## config.mk

```make
export PLATFORM = sky130hd
export DESIGN_NAME = ram_arbiter
export DESIGN_NICKNAME = d
export VERILOG_FILES = /design/src/rtl/ram_arbiter.sv
export SDC_FILE = /design/constraint.sdc
export NUM_CORES = 1
export LEC_CHECK = 0
export CAP_MARGIN = 20
export CORE_ASPECT_RATIO = 0.75
export CORE_MARGIN = 1.5
export CORE_UTILIZATION = 23
export DETAILED_ROUTE_END_ITERATION = 16
export GPL_TIMING_DRIVEN = 0
export PLACE_DENSITY_LB_ADDON = 0.2
export SLEW_MARGIN = 0
export SYNTH_ARGS = -nofsm -noshare
export SYNTH_HDL_FRONTEND = slang
export SYNTH_SLANG_ARGS = --single-unit
export TNS_END_PERCENT = 10
```

## constraint.sdc

```tcl
create_clock -name clk -period 1.5 [get_ports clk]
set_clock_uncertainty 0.15 [all_clocks]
set_input_delay 0.225 -clock clk [delete_from_list [all_inputs] [get_ports clk]]
set_output_delay 0.225 -clock clk [all_outputs]
set_load 0.005 [all_outputs]
```

## src/rtl/ram_arbiter.sv

```systemverilog
// ram_arbiter: two-requester arbiter in front of a single-port word RAM, one access per 3 cycles.
// Define RAM_ARB_ROUND_ROBIN_EN for round-robin arbitration; default is fixed priority (m0 wins).
module ram_arbiter #(
    parameter int ADDRESS_WIDTH = 32,
    parameter int DATA_WIDTH    = 32
) (
    input  logic                     clk,
    input  logic                     rst,
    input  logic                     m0_req,
    input  logic                     m0_we,
    input  logic [ADDRESS_WIDTH-1:0] m0_addr,
    input  logic [DATA_WIDTH-1:0]    m0_wdata,
    output logic                     m0_ready,
    output logic                     m0_rvalid,
    output logic [DATA_WIDTH-1:0]    m0_rdata,
    input  logic                     m1_req,
    input  logic                     m1_we,
    input  logic [ADDRESS_WIDTH-1:0] m1_addr,
    input  logic [DATA_WIDTH-1:0]    m1_wdata,
    output logic                     m1_ready,
    output logic                     m1_rvalid,
    output logic [DATA_WIDTH-1:0]    m1_rdata,
    output logic                     ram_we,
    output logic [ADDRESS_WIDTH-1:0] ram_addr,
    output logic [DATA_WIDTH-1:0]    ram_wdata,
    input  logic [DATA_WIDTH-1:0]    ram_rdata
);
    typedef enum logic [1:0] {IDLE, ACCESS, RESP} state_t;
    state_t                   state_q, state_d;
    logic                     we_q, we_d, id_q, id_d, win;
    logic [ADDRESS_WIDTH-1:0] addr_q, addr_d;
    logic [DATA_WIDTH-1:0]    wdata_q, wdata_d, m0_rdata_q, m0_rdata_d, m1_rdata_q, m1_rdata_d;
`ifdef RAM_ARB_ROUND_ROBIN_EN
    logic                     last_q, last_d;
    assign win = (m0_req && m1_req) ? ~last_q : m1_req;
`else
    assign win = !m0_req;
`endif
    assign ram_addr  = addr_q;
    assign ram_wdata = wdata_q;
    assign m0_rdata  = m0_rdata_q;
    assign m1_rdata  = m1_rdata_q;
    always_comb begin
        state_d    = state_q;
        we_d       = we_q;
        id_d       = id_q;
        addr_d     = addr_q;
        wdata_d    = wdata_q;
        m0_rdata_d = m0_rdata_q;
        m1_rdata_d = m1_rdata_q;
`ifdef RAM_ARB_ROUND_ROBIN_EN
        last_d     = last_q;
`endif
        m0_ready   = 1'b0;
        m1_ready   = 1'b0;
        m0_rvalid  = 1'b0;
        m1_rvalid  = 1'b0;
        ram_we     = 1'b0;
        if (state_q == IDLE && (m0_req || m1_req) && !rst) begin
            state_d  = ACCESS;
            id_d     = win;
            we_d     = win ? m1_we : m0_we;
            addr_d   = win ? m1_addr : m0_addr;
            wdata_d  = win ? m1_wdata : m0_wdata;
            m0_ready = !win;
            m1_ready = win;
`ifdef RAM_ARB_ROUND_ROBIN_EN
            last_d   = win;
`endif
        end
        if (state_q == ACCESS) begin
            state_d    = RESP;
            ram_we     = we_q;
            m0_rdata_d = id_q ? m0_rdata_q : (we_q ? '0 : ram_rdata);
            m1_rdata_d = id_q ? (we_q ? '0 : ram_rdata) : m1_rdata_q;
        end
        // A reset landing in RESP abandons the completion, so the pulse is suppressed.
        if (state_q == RESP) begin
            state_d   = IDLE;
            m0_rvalid = !rst && !id_q;
            m1_rvalid = !rst && id_q;
        end
    end
    always_ff @(posedge clk) begin
        if (rst) begin
            state_q    <= IDLE;
            we_q       <= 1'b0;
            id_q       <= 1'b0;
            addr_q     <= '0;
            wdata_q    <= '0;
            m0_rdata_q <= '0;
            m1_rdata_q <= '0;
`ifdef RAM_ARB_ROUND_ROBIN_EN
            last_q     <= 1'b1;
`endif
        end else begin
            state_q    <= state_d;
            we_q       <= we_d;
            id_q       <= id_d;
            addr_q     <= addr_d;
            wdata_q    <= wdata_d;
            m0_rdata_q <= m0_rdata_d;
            m1_rdata_q <= m1_rdata_d;
`ifdef RAM_ARB_ROUND_ROBIN_EN
            last_q     <= last_d;
`endif
        end
    end
endmodule

```

== Word-level counts from Yosys, hierarchy flattened ==
Index checks and enable logic that the tools add are counted.

* Multipliers: 0
* Div/mod/pow operators: 0
* Eq/ne operators: 2
* Shift operators: 0
* Add/sub/neg operators: 0
* Bitwise operators: 1
* Multiplexer cells: 11
* Reduce and logical (&&, ||, !) cells: 14
* Magnitude comparators: 0

{| class="wikitable"
|+ Operators with widths
! kind !! number
|-
| $mux 32 || 3
|-
| $mux 1 || 6
|-
| $logic_and 1x1->1 || 4
|-
| $mux 2 || 2
|-
| $reduce_and 2->1 || 2
|-
| $logic_not 1->1 || 3
|-
| $reduce_or 3->1 || 1
|-
| $eq 2x1->1 const B || 1
|-
| $eq 2x2->1 const B || 1
|-
| $logic_not 2->1 || 1
|-
| $reduce_bool 2->1 || 1
|-
| $reduce_or 2->1 || 1
|-
| $logic_or 1x1->1 || 1
|-
| $not 1->1 || 1
|}

* ROM bits: 0
* Memories kept: 0
* Logic and storage cells: 36
* RAM bits: 0
* Bits in registers: 132
* Output and inout port bits: 133
* Latch bits: 0

== Longest topological paths before layout ==
* Depth after elaboration: 5
* Depth in mapped cells: 6
* Gate-level depth less buffers: 3

== Worst setup path before layout ==
Ideal clock, no wire load.

* Kind: reg2reg
* From: register state_q[0]
* To: register m0_rdata_q[10], in the netlist m0_rdata[10]
* Clock period less this slack: 1.511 ns
* Arrival time: 1.228 ns
* Setup time: 0.132 ns
* Stages on the path, launching flop included: 7
* Buffers on the path: 3
* Slack: -0.011 ns
* Cells stage by stage: dfxtp_1 > buf_6 > or3b_1 > buf_2 > buf_6 > nand2_1 > a21oi_1

* Cells in the longest elaborated chain, start to end: 2

{| class="wikitable"
|+ Ends and longest elaborated chain
! element !! line !! text
|-
| start: declaration || 29 || <nowiki>state_t state_q, state_d;</nowiki>
|-
| start signal: assignment || 97 || <nowiki>state_q <= state_d;</nowiki>
|-
| $eq 2x1->1 || 71 || <nowiki>if (state_q == ACCESS) begin</nowiki>
|-
| $reduce_and 2->1 (no source line) || -- ||
|-
| end signal: assignment || 102 || <nowiki>m0_rdata_q <= m0_rdata_d;</nowiki>
|-
| end: declaration || 32 || <nowiki>logic [DATA_WIDTH-1:0] wdata_q, wdata_d, m0_rdata_q, m0_rdata_d, m1_rdata_q, m1_rdata_d;</nowiki>
|}

No other way between the ends.
A chain may end at the register's enable or synchronous reset.

== Final worst setup path ==
* From: register state_q[1]
* To: output port m0_ready

* Cells in the longest elaborated chain, start to end: 4

{| class="wikitable"
|+ Ends and longest elaborated chain
! element !! line !! text
|-
| $logic_not 2->1 || 59 || <nowiki>if (state_q == IDLE && (m0_req || m1_req) && !rst) begin</nowiki>
|-
| $logic_and 1x1->1 (2 in series) || 59 ||
|-
| $mux 1 || 59 ||
|-
| end: declaration || 13 || <nowiki>output logic m0_ready,</nowiki>
|}

No other way between the ends.

==> results by group <==
Run status
  – Run status: complete, but fails checks
  – Failing checks: negative setup slack

Drt
  – Post-route ant nets: 0
  – Top layer in use: met4
  – Vias: 5786
  – Met1 WL: 10.4 mm
  – First-pass detailed-route iteration total: 4
  – Drt total wl: 22.2 mm
  – First-iteration detailed-routing DRC count: 200
  – WL met3: 1.56 mm
  – Met2 routed WL: 9.89 mm
  – DR DRC count: 0
  – Routed wire per std cell: 16.8 µm
  – DR vias/cell: 4.40

Layout
  – Layout net count: 1131
  – Fill count: 2581
  – Share of cells above drive strength 1: 21.3%
  – Most frequent cells in the layout: clkdlybuf4s50_1 (163), dlygate4sd2_1 (127), dfxtp_1 (122)
  – Most common cell after layout, fill and taps aside: clkdlybuf4s50_1
  – Antenna Cells: 0
  – Layout area overhead: 74.9%

Floorplanning
  – Row count: 50
  – Chip width: 188 µm
  – Core area: 25100 µm²
  – Die Span Y: 142 µm
  – Initial Util: 23.6%
  – IO Count: 299
  – Die Area: 26800 µm²

Timing
  – Final min period: 1.80 ns
  – Final hold viol count: 0
  – Fmax: 556 MHz
  – Final Worst Setup Slack: -0.298 ns
  – Final critical-path share of the clock period: 120%
  – Hold WS: 0.299 ns
  – RSZ-0062 raised after global routing: yes
  – Final setup vio count: 120
  – Final Max Slew Viols: 0
  – Slew headroom: 45.9%
  – Slew at the pin closest to its max-slew limit: 0.812 ns

Power
  – Share of power burned in registers: 37.1%
  – Clk pwr share: 41.5%
  – Comb power frac: 21.4%
  – Pleak: 4.35 nW
  – PwrDens: 1010 nW/µm²
  – Net Switching: 2.80 mW
  – Power, Total: 10.5 mW
  – Sw Ratio: 26.7%
  – Internal power: 7.69 mW
  – Maximum VDD drop: 0.000733 V

Place
  – DP Wirelength: 16.3 mm
  – GPL Wtd Cong: 0.757
  – Port bufs: 296

Clock network
  – Clock sinks: 132
  – Root Driver: clkbuf_16
  – Num CTS Buffers: 17
  – H-Tree Depth: 4
  – CTS clk-pin slew, worst paths: 0.06 ns
  – Clock Tree Buf Depth: 2
  – CTS tree: built
  – Skew-Pair Late Insertion Delay: 0.41 ns
  – Cts hold-fix bufs: 0

Worst setup path
  – WP data required: 1.12 ns
  – Critical Path Source Type: flop
  – Crit path from: state_q[1]
  – Largest fanout on the critical path: 4
  – Critical Path End Type: output port
  – Critical path arrival: 1.42 ns
  – FF-to-FF path depth: 7
  – R2r setup slk: -0.29 ns
  – Worst Setup EP: m0_ready
  – Setup Crit Path Kind: flop to output port
  – Reg2Reg Capture Point: m0_rdata[24]
  – Critical R2R Launch: state_q[1]

Logic synthesis
  – Cells after synthesis: 634
  – Synthesized area: 5930 µm²
  – Synth warn: 0
  – Syn Nets: 800
  – Seq cells post-synth: 132
  – Number of distinct library cells after synthesis: 26
  – Synth Area per Inst: 9.35 µm²
  – Post-synthesis sequential area ratio: 44.6%

GRT
  – First-pass GRT wire length: 33.2 mm
  – Largest net degree at the start of global routing: 17
  – Total grt overflow: 0
  – Vias in the first global route: 5622
  – Gr usage total: 16.2%
  – Antenna violations before repair: 0

Worst hold path
  – Min-Delay Startpoint: m0_rdata[14]
  – Worst hold path type: flop to flop

Run
  – Maxcap violations: 0
==> sequential cells by signal, indices dropped and copies added, names as in the netlist <==
| name | count |
|---|---|
| we_q | 1 |
| ram_addr | 32 |
| m0_rdata | 32 |
| ram_wdata | 32 |
| id_q | 1 |
| state_q | 2 |
| m1_rdata | 32 |
==> worst max-delay path: stages, from the launching register on <==
cell	delay [ns]
dfxtp_2	0.32
buf_6	0.13
nor3_4	0.19
buf_6	0.14
and2_4	0.14
buf_6	0.10
==> worst min-delay path by stage <==
| stage | cells past startpoint | slack (ns) | end |
|---|---|---|---|
| floorplan | 2 | 0.30 | m0_rdata[0] |
| global placement | 2 | 0.29 | m0_rdata[22] |
| detailed placement | 2 | 0.30 | m0_rdata[14] |
| CTS | 2 | 0.30 | m0_rdata[26] |
| global route | 2 | 0.32 | m0_rdata[7] |
| finish | 2 | 0.30 | m0_rdata[14] |
==> power groups by stage <==
stage / registers, mW / logic [mW] / clock network [mW]
floorplan: 3.97 / 0.983 / 0
finish: 3.89 / 2.25 / 4.35
CTS: 3.88 / 2.16 / 4.46
global route: 3.92 / 2.43 / 4.62
detailed placement: 3.96 / 2.20 / 0
global placement: 3.96 / 2.20 / 0
==> kinds of logic (layout without fill, tap and decap cells) <==
kind of cell | Yosys count | in the layout | synth area share, %
compound gates | 196 | 196 | 23.5
simple gates | 178 | 178 | 13.8
flops | 132 | 132 | 44.6
mux | 65 | 65 | 11.0
buf+inv | 63 | 407 | 7.15
==> per-stage QoR <==
step	cells	setup WS (ns)	setup TNS (ns)	instance area [µm²]	util [%]
after global placement	1268	-0.755	-46.16	9320	37.0
after floorplan	634	0.00321	0	5930	-
after detailed placement	1268	-0.745	-45.65	9320	37.0
final	1316	-0.298	-17.13	10400	41.2
after CTS	1315	-0.303	-16.79	10100	40.2
after global routing	1316	-0.366	-24.53	10400	41.2
==> repair_timing <==
item | CTS | global route
endpoints found under the setup margin | 261 | 135
resized for setup | 211 | 70
pin swaps | 8 | 39
gates cloned | 3 | 2
buffers inserted | 12 | 1
==> cell type report <==
| class | count | area, µm² | share of cell area, % |
|---|---|---|---|
| multi-input cells | 439 | 3100 | 29.9 |
| clock inverters | 11 | 151 | 1.46 |
| plain buffers | 62 | 549 | 5.30 |
| repair buffers | 313 | 3030 | 29.2 |
| clock buffers | 21 | 460 | 4.44 |
| well taps | 338 | 423 | 4.08 |
| flip-flops and latches | 132 | 2660 | 25.7 |
==> Yosys cell counts <==
library cell  instances  area, µm²
buf_6                 8       90.1
nor3_4                1       16.3
a211oi_2             50        626
or3b_1                1       8.76
mux2i_1              65        651
nand3b_1              1       7.51
buf_4                 2       15.0
clkbuf_4              2       15.0
a21oi_1             131        656
buf_2                25        125
dfxtp_1             132       2640
and3b_1               2       17.5
nor2_1                1       3.75
a211oi_1             15        113
nor3b_2               1       12.5
nor2b_1              33        206
clkbuf_1             21       78.8
or3_1                 2       12.5
nor3_1                2       10.0
and2_1                1       6.26
nor4b_1               1       8.76
or2_1                 1       6.26
buf_12                5        100
nor4bb_1              1       10.0
nand2_1             129        484
nor2_2                1       6.26
==> routing by layer <==
layer | up-vias | GRT usage, %
met5 | - | 0
met2 | 183 | 25.0
met3 | 15 | 5.08
li1 | 2886 | -
met1 | 2702 | 21.7
met4 | 0 | 4.43
Note: power is estimated with default switching activity, not from simulation.
